$ cat src/rtl/mul_special_pipe.sv
// mul_special_pipe
// ----------------
// Special-operand stage placed ahead of the mantissa multiply array.
// Stage 1 classifies both operands; stage 2 registers the IEEE-754
// special result (NaN / Inf / signed zero), the invalid-operation flag
// and the product sign. A sticky invalid flag and a saturating counter
// track results delivered with out_nv set.
//
// Optional build macro: MUL_NAN_PROP_EN
//   undefined : every NaN result is the canonical qNaN.
//   defined   : a NaN result carries the payload and sign of A if A is
//               NaN, otherwise of B, with the mantissa MSB forced to 1.
//               zero x inf with no NaN operand still gives canonical qNaN.
//
// Ports
//   clk, rst            clock (rising edge), synchronous active-high reset
//   in_valid, in_ready  input handshake for the operand pair
//   a, b                operands {sign, expo, mant}
//   out_valid, out_ready output handshake
//   out_a_cls/out_b_cls operand class: 0 zero, 1 sub, 2 normal, 3 inf,
//                       4 qNaN, 5 sNaN
//   out_special         result fully determined here
//   out_spec_val        special result (0 when out_special=0)
//   out_sign            a.sign ^ b.sign
//   out_nv              invalid-operation flag for this result
//   flag_nv, nv_cnt     sticky invalid flag, saturating invalid count
//   flag_clr            clears flag_nv and nv_cnt
//
// Handshake: a transfer happens on a rising edge where valid and ready
// are both high. valid never drops and its data never changes until the
// transfer happens. in_ready is combinational from out_ready so the two
// stages advance as one shift register when the consumer is ready.

module mul_special_pipe #(
    parameter int SIGN_W = 1,
    parameter int EXPO_W = 8,
    parameter int MANT_W = 23,
    parameter int CNT_W  = 8,
    localparam int W     = SIGN_W + EXPO_W + MANT_W
) (
    input  logic             clk,
    input  logic             rst,
    input  logic             in_valid,
    output logic             in_ready,
    input  logic [W-1:0]     a,
    input  logic [W-1:0]     b,
    output logic             out_valid,
    input  logic             out_ready,
    output logic [2:0]       out_a_cls,
    output logic [2:0]       out_b_cls,
    output logic             out_special,
    output logic [W-1:0]     out_spec_val,
    output logic             out_sign,
    output logic             out_nv,
    output logic             flag_nv,
    input  logic             flag_clr,
    output logic [CNT_W-1:0] nv_cnt
);

    localparam logic [2:0] CLS_ZERO = 3'd0;
    localparam logic [2:0] CLS_SUB  = 3'd1;
    localparam logic [2:0] CLS_NORM = 3'd2;
    localparam logic [2:0] CLS_INF  = 3'd3;
    localparam logic [2:0] CLS_QNAN = 3'd4;
    localparam logic [2:0] CLS_SNAN = 3'd5;

    localparam logic [W-1:0] CANON_QNAN =
        {1'b0, {EXPO_W{1'b1}}, 1'b1, {(MANT_W-1){1'b0}}};

    function automatic logic [2:0] classify(input logic [EXPO_W-1:0] expo,
                                            input logic [MANT_W-1:0] mant);
        logic [2:0] cls;
        if (expo == '0)
            cls = (mant == '0) ? CLS_ZERO : CLS_SUB;
        else if (expo != '1)
            cls = CLS_NORM;
        else if (mant == '0)
            cls = CLS_INF;
        else if (mant[MANT_W-1])
            cls = CLS_QNAN;
        else
            cls = CLS_SNAN;
        return cls;
    endfunction

    // Stage 1 registers
    logic       s1_v;
    logic [2:0] s1_a_cls;
    logic [2:0] s1_b_cls;
    logic       s1_sign;
`ifdef MUL_NAN_PROP_EN
    logic              s1_a_sign;
    logic              s1_b_sign;
    logic [MANT_W-2:0] s1_a_pay;
    logic [MANT_W-2:0] s1_b_pay;
`endif

    // Stage 2 registers drive the outputs directly
    logic         s2_v;
    logic [2:0]   s2_a_cls;
    logic [2:0]   s2_b_cls;
    logic         s2_special;
    logic [W-1:0] s2_spec_val;
    logic         s2_sign;
    logic         s2_nv;

    logic adv1;
    logic adv2;

    assign adv2     = !s2_v || out_ready;
    assign adv1     = !s1_v || adv2;
    assign in_ready = adv1;

    // Stage 2 combinational result from stage 1 contents
    logic         a_nan, b_nan, a_inf, b_inf, a_zero, b_zero, zero_x_inf;
    logic         nx_special;
    logic [W-1:0] nx_spec_val;
    logic         nx_nv;
    logic [W-1:0] nan_val;

    assign a_nan  = (s1_a_cls == CLS_QNAN) || (s1_a_cls == CLS_SNAN);
    assign b_nan  = (s1_b_cls == CLS_QNAN) || (s1_b_cls == CLS_SNAN);
    assign a_inf  = (s1_a_cls == CLS_INF);
    assign b_inf  = (s1_b_cls == CLS_INF);
    assign a_zero = (s1_a_cls == CLS_ZERO);
    assign b_zero = (s1_b_cls == CLS_ZERO);
    assign zero_x_inf = (a_zero && b_inf) || (a_inf && b_zero);
    assign nx_nv = (s1_a_cls == CLS_SNAN) || (s1_b_cls == CLS_SNAN) || zero_x_inf;

`ifdef MUL_NAN_PROP_EN
    // Quiet the NaN operand's payload; A has precedence over B.
    always_comb begin
        nan_val = CANON_QNAN;
        if (a_nan)
            nan_val = {s1_a_sign, {EXPO_W{1'b1}}, 1'b1, s1_a_pay};
        else if (b_nan)
            nan_val = {s1_b_sign, {EXPO_W{1'b1}}, 1'b1, s1_b_pay};
    end
`else
    assign nan_val = CANON_QNAN;
`endif

    always_comb begin
        nx_special  = 1'b1;
        nx_spec_val = '0;
        if (a_nan || b_nan || zero_x_inf)
            nx_spec_val = nan_val;
        else if (a_inf || b_inf)
            nx_spec_val = {s1_sign, {EXPO_W{1'b1}}, {MANT_W{1'b0}}};
        else if (a_zero || b_zero)
            nx_spec_val = {s1_sign, {(W-1){1'b0}}};
        else
            nx_special = 1'b0;
    end

    always_ff @(posedge clk) begin
        if (rst) begin
            s1_v     <= 1'b0;
            s1_a_cls <= '0;
            s1_b_cls <= '0;
            s1_sign  <= 1'b0;
`ifdef MUL_NAN_PROP_EN
            s1_a_sign <= 1'b0;
            s1_b_sign <= 1'b0;
            s1_a_pay  <= '0;
            s1_b_pay  <= '0;
`endif
            s2_v        <= 1'b0;
            s2_a_cls    <= '0;
            s2_b_cls    <= '0;
            s2_special  <= 1'b0;
            s2_spec_val <= '0;
            s2_sign     <= 1'b0;
            s2_nv       <= 1'b0;
        end else begin
            if (adv1) begin
                s1_v <= in_valid;
                if (in_valid) begin
                    s1_a_cls <= classify(a[W-2 -: EXPO_W], a[MANT_W-1:0]);
                    s1_b_cls <= classify(b[W-2 -: EXPO_W], b[MANT_W-1:0]);
                    s1_sign  <= a[W-1] ^ b[W-1];
`ifdef MUL_NAN_PROP_EN
                    s1_a_sign <= a[W-1];
                    s1_b_sign <= b[W-1];
                    s1_a_pay  <= a[MANT_W-2:0];
                    s1_b_pay  <= b[MANT_W-2:0];
`endif
                end
            end
            if (adv2) begin
                s2_v <= s1_v;
                if (s1_v) begin
                    s2_a_cls    <= s1_a_cls;
                    s2_b_cls    <= s1_b_cls;
                    s2_special  <= nx_special;
                    s2_spec_val <= nx_spec_val;
                    s2_sign     <= s1_sign;
                    s2_nv       <= nx_nv;
                end
            end
        end
    end

    // Status: a delivered invalid result beats a coincident clear.
    always_ff @(posedge clk) begin
        if (rst) begin
            flag_nv <= 1'b0;
            nv_cnt  <= '0;
        end else if (s2_v && out_ready && s2_nv) begin
            flag_nv <= 1'b1;
            if (flag_clr)
                nv_cnt <= CNT_W'(1);
            else if (nv_cnt != '1)
                nv_cnt <= nv_cnt + CNT_W'(1);
        end else if (flag_clr) begin
            flag_nv <= 1'b0;
            nv_cnt  <= '0;
        end
    end

    assign out_valid    = s2_v;
    assign out_a_cls    = s2_a_cls;
    assign out_b_cls    = s2_b_cls;
    assign out_special  = s2_special;
    assign out_spec_val = s2_spec_val;
    assign out_sign     = s2_sign;
    assign out_nv       = s2_nv;

endmodule

$ cat config.mk
export PLATFORM = sky130hd
export DESIGN_NAME = mul_special_pipe
export DESIGN_NICKNAME = d
export VERILOG_FILES = /design/src/rtl/mul_special_pipe.sv
export SDC_FILE = /design/constraint.sdc
export NUM_CORES = 1
export LEC_CHECK = 0
export ABC_AREA = 0
export CAP_MARGIN = 20
export CORE_AREA = 2 2 75 77
export DETAILED_ROUTE_END_ITERATION = 10
export DIE_AREA = 0 0 77 79
export GPL_TIMING_DRIVEN = 0
export HOLD_SLACK_MARGIN = 0.12
export PLACE_DENSITY = 0.78
export SLEW_MARGIN = 25
export SYNTH_ARGS = -nofsm -noshare
export SYNTH_HDL_FRONTEND = slang
export SYNTH_SLANG_ARGS = --single-unit
$ cat constraint.sdc
create_clock -name clk -period 1.85 [get_ports clk]
set_clock_uncertainty 0.1 [all_clocks]
set_input_delay 0.4625 -clock clk [delete_from_list [all_inputs] [get_ports clk]]
set_output_delay 0.4625 -clock clk [all_outputs]
set_load 0.1 [all_outputs]
* Word level (Yosys, flattened, before mapping)
Cells that the tools add are included.
Storage, ports and cells: flip-flop bits (word level) 59, latch bits 0, RAM bits 0, bits in read-only memories 0, output and inout bits 52, logic and storage cells 74, memories kept 0
Cells by class: add/sub/neg operators 1, $mul 0, div/mod/pow operators 0, magnitude comparators 0, eq/ne operators 9, shifts and indexed selects 0, multiplexer cells 22, bitwise operators 1, reductions and logical operators 28
Operators with widths (number):
- 32-bit 2-to-1 mux | 3
- 23-bit logical NOT | 2
- 8-bit 2-to-1 mux | 4
- 8-bit inequality test (second input constant) | 3
- 3-bit 2-to-1 mux | 6
- 8-bit logical NOT | 2
- 3-bit equality test (second input constant) | 4
- 1-bit logical OR | 11
- 1-bit 2-to-1 mux | 9
- 8-bit by 1-bit adder with 8-bit output (second input constant) | 1
- 3-bit by 2-bit equality test with 1-bit output (second input constant) | 2
- 3-bit logical NOT | 2
- 2-bit AND reduction | 3
- 1-bit logical AND | 4
- 2-bit nonzero test | 2
- 1-bit logical NOT | 2
- 1-bit bitwise XOR | 1

* Longest topological paths before layout
word-level depth 5, gate-level depth with buffers 5, depth with buffers taken out 5

* Worst setup path after synthesis
OpenSTA, ideal clock, no wires.
path kind register to register, from register s2_v (netlist: out_valid), to register s1_a_cls[1], library setup time 116 ps, arrival time 2171 ps, data required time 1634 ps, path slack -537 ps, cell stages (with the launch flop) 5, path buffers 0, period minus slack after synthesis 2387 ps, cells stage by stage dfxtp_1 -> nand3b_4 -> nand2_4 -> mux2_2 -> o211a_1
On the way: longest elaborated chain between the ends 4
RTL lines:
- start: declaration | line 99 | logic s2_v;
- start signal: assignment | line 191 | s2_v <= s1_v;
- 1-bit logical NOT | line 110 | assign adv2 = !s2_v || out_ready;
- 1-bit logical OR | line 110
- 1-bit logical OR | line 111 | assign adv1 = !s1_v || adv2;
- net in_ready | line 44 | output logic in_ready,
- 2-bit AND reduction (no source line)
- end signal: assignment | line 179 | s1_a_cls <= classify(a[W-2 -: EXPO_W], a[MANT_W-1:0]);
- end: declaration | line 88 | logic [2:0] s1_a_cls;
The timed path passes the listed nets, and every way through them passes these cells. A chain may end at the register's enable or synchronous reset.

* Final worst setup path
from register nv_cnt[5], to output nv_cnt[5]
RTL lines:
- start: declaration | line 57 | output logic [CNT_W-1:0] nv_cnt
- start signal: assignment | line 214 | nv_cnt <= nv_cnt + CNT_W'(1);
No word-level cell between the ends.

==> metrics.cfg <==
[worst_setup_path]
cp-start-kind = flip-flop
slowest_stage = clkdlybuf4s15_2
critPathKind = flip-flop to primary output
path_max_fanout = 7
critPathMaxStageDelay_ns = 0.57
cp.buffers_inverters = 1
crit_chain = clkdlybuf4s15_2
critical_path_arrival_ns = 1.24
r2r_slack_ns = 0.27
cp_top_family = buffers and inverters
cp.required_ns = 1.29
end_kind = primary output

[clocking]
cts.clk_slew.worst_paths_ns = 0.06
clock_latency_ns = 0.27
cts_sinks = 30
cts_setup_buffers = 0
cts_buffer_depth = 2
cts_buffers = 5
h-tree-depth = 2
cts_root_buffer = clkbuf_8
cts_tree = built

[logic_synthesis]
yosysUniqueCellTypes = 54
yosys_warnings = 0
synth-seq-cells = 30
yosys_most_used_dff = dfxtp_1
postSynthCellCount = 219
syn_avg_cell_area_um2 = 8.28
synth_area_um2 = 1810
synth_seq_area_share_pct = 33.1
synth_edf_count = 0
synth-async-reset-ratio_pct = 0

[timing]
final-hold-violation-count = 0
period_share_pct = 97.4
fin_crit_ns = 1.80
rsz0062_at_grt = false
holdWs_ns = 0.356
max_freq_mhz = 555
worst_pin_slew_ns = 0.560
finalSetupViolCount = 0
worst_slack_ns = 0.0484
drv_slew = 0
slew_headroom_pct = 62.9

[pwr]
cellPowerDensity_nw_per_um2 = 595
p_int_mw = 1.14
vdd_drop_max_uv = 368
clkPwrFrac_pct = 26.3
combPwrFrac_pct = 36.4
share_seq_of_total_power_pct = 37.3
p_switching_mw = 0.673
total_leakage_power_nw = 1.25
switching_share_pct = 37.1

[grt]
grt_pass1_vias = 1815
grt_pass1_wl_mm = 7.97
grt_max_degree = 11
overflow = 0
grt_antenna_before_repair = 0
grt_usage_pct = 15.8

[run]
maxCapViolations = 0

[detailed_routing]
drtAntennaViolNets = 0
dr_wl_met3_um = 267
wl_met2_mm = 2.47
met1_length_mm = 1.95
drc = 0
vias_per_cell = 4.66
first_pass_iters = 4
drt_iter0_markers = 92
routed.top_layer = met4
drt_wl_total_mm = 4.76
vias = 1940
avgRoutedWirePerCell_um = 11.4

[cells_and_area]
multi_input_area_um2 = 992
drive_gt1_share_pct = 27.3
antennaDiodeCount = 0
nNetsFinal = 414
area_delta_synth_final_pct = 68.3
fill_cells = 503
finish.utilization_pct = 57.1
area.sequential_um2 = 622

[run_status]
status = complete, no violations

[floorplanning]
die_w_um = 77
io_pins = 121
rows = 27
die_y_um = 79
die_area_um2 = 6080
coreArea_um2 = 5340
initial_core_util_pct = 34.0

[placed_design]
pre_cts_ws_ns = -1.06
place.gp.congestion = 0.770
port_buffers = 97
dp_hpwl_mm = 4.01

[hold_path]
hold_class = flip-flop to flip-flop

flip-flops by register name, summed over array words and instances, names as in the netlist, 3 cells and up:
name	cells
s1_b_cls	3
out_b_cls	3
out_spec_val	3
out_a_cls	3
s1_a_cls	3
nv_cnt	8
cell usage in the layout (no fill, tap or decap), types with 2 or more instances in the layout:
master / n
a21o_1: 2
a21oi_1: 17
and3_1: 2
buf_2: 11
buf_4: 31
clkbuf_1: 3
clkbuf_8: 5
clkdlybuf4s15_2: 21
clkdlybuf4s50_1: 66
conb_1: 22
dfxtp_1: 19
dfxtp_2: 8
dfxtp_4: 3
inv_1: 5
mux2_2: 2
mux2i_1: 4
nand2_1: 24
nand3_1: 5
nand3b_1: 3
nand4_1: 9
nor2_1: 11
nor3_1: 6
nor4_1: 14
o211a_1: 2
o21ai_0: 3
o22ai_1: 4
o41ai_1: 2
or2_2: 2
or3_1: 2
xor2_1: 4
tightest hold or removal path: stages, from the launching register on:
cell and delay (ns):
dfxtp_1 0.31, nand2_1 0.05, a21oi_1 0.05
metrics by stage:
step	area [µm²]	TNS, ns	power (mW)	std cells
after floorplan	1910	0	1.15	240
after global placement	2970	-9.45	1.36	409
after detailed placement	2970	-10.23	1.36	409
after CTS	3050	0	1.83	416
after global routing	3050	0	1.90	416
final	3050	0	1.81	416
worst paths after layout:
| check | from | to | cells after the start |
|---|---|---|---|
| setup / recovery | nv_cnt[5] | nv_cnt[5] | 1 |
| hold / removal | out_a_cls[0] | out_a_cls[0] | 2 |
| hold reg to reg | out_a_cls[0] | out_a_cls[0] | 2 |
| setup reg to reg | nv_cnt[0] | nv_cnt[1] | 5 |
routing by layer:
metal / GRT usage, % / up-vias
li1: - / 1002
met1: 18.1 / 855
met2: 29.5 / 73
met3: 3.07 / 10
met4: 5.18 / 0
met5: 0 / -
cell families after synthesis:
kind of cell             count (synthesis)  share of synthesized area (%)
XOR/XNOR                                 5                           2.42
flip-flops                              30                           33.1
multiplexers                             6                           3.45
other                                    1                          0.207
buffers and inverters                   45                           16.5
AND/OR/NAND/NOR                         86                           26.6
AO/OA/AOI/OAI                           45                           17.0
adder cells (fa/ha/maj)                  1                          0.690
cells in the mapped netlist, drive strengths merged (5+ instances only):
| cell type | n | area (µm²) |
|---|---|---|
| nor3 | 6 | 30.0 |
| nand4 | 9 | 56.3 |
| a21oi | 17 | 85.1 |
| buf | 37 | 268 |
| o21ai | 5 | 28.8 |
| nor2 | 11 | 41.3 |
| nand2 | 26 | 108 |
| inv | 6 | 22.5 |
| nand3 | 6 | 35.0 |
| nor4 | 14 | 87.6 |
| dfxtp | 30 | 601 |
layout make-up:
cell class / count / share of cell area (%)
Buffer: 39 / 9.06
Clock buffer: 7 / 2.50
Inverter: 6 / 0.738
Multi-Input combinational cell: 165 / 32.5
Sequential cell: 30 / 20.4
Tap cell: 72 / 2.95
Timing Repair Buffer: 97 / 31.8
power by group through the flow:
stage	logic [mW]	registers, mW	clock network, mW
global route	0.691	0.679	0.527
finish	0.660	0.676	0.478
floorplan	0.390	0.763	0
detailed placement	0.672	0.691	0
CTS	0.661	0.676	0.496
global placement	0.667	0.690	0
timing repair:
| item | 4_1_cts | 5_1_grt |
|---|---|---|
| pin swaps | 0 | 0 |
| gates cloned | 0 | 0 |
| hold buffers | 0 | 0 |
| resized for setup | 111 | 1 |
| setup endpoints to repair | 30 | 1 |
No activity file was read; power rests on OpenSTA's default activity.
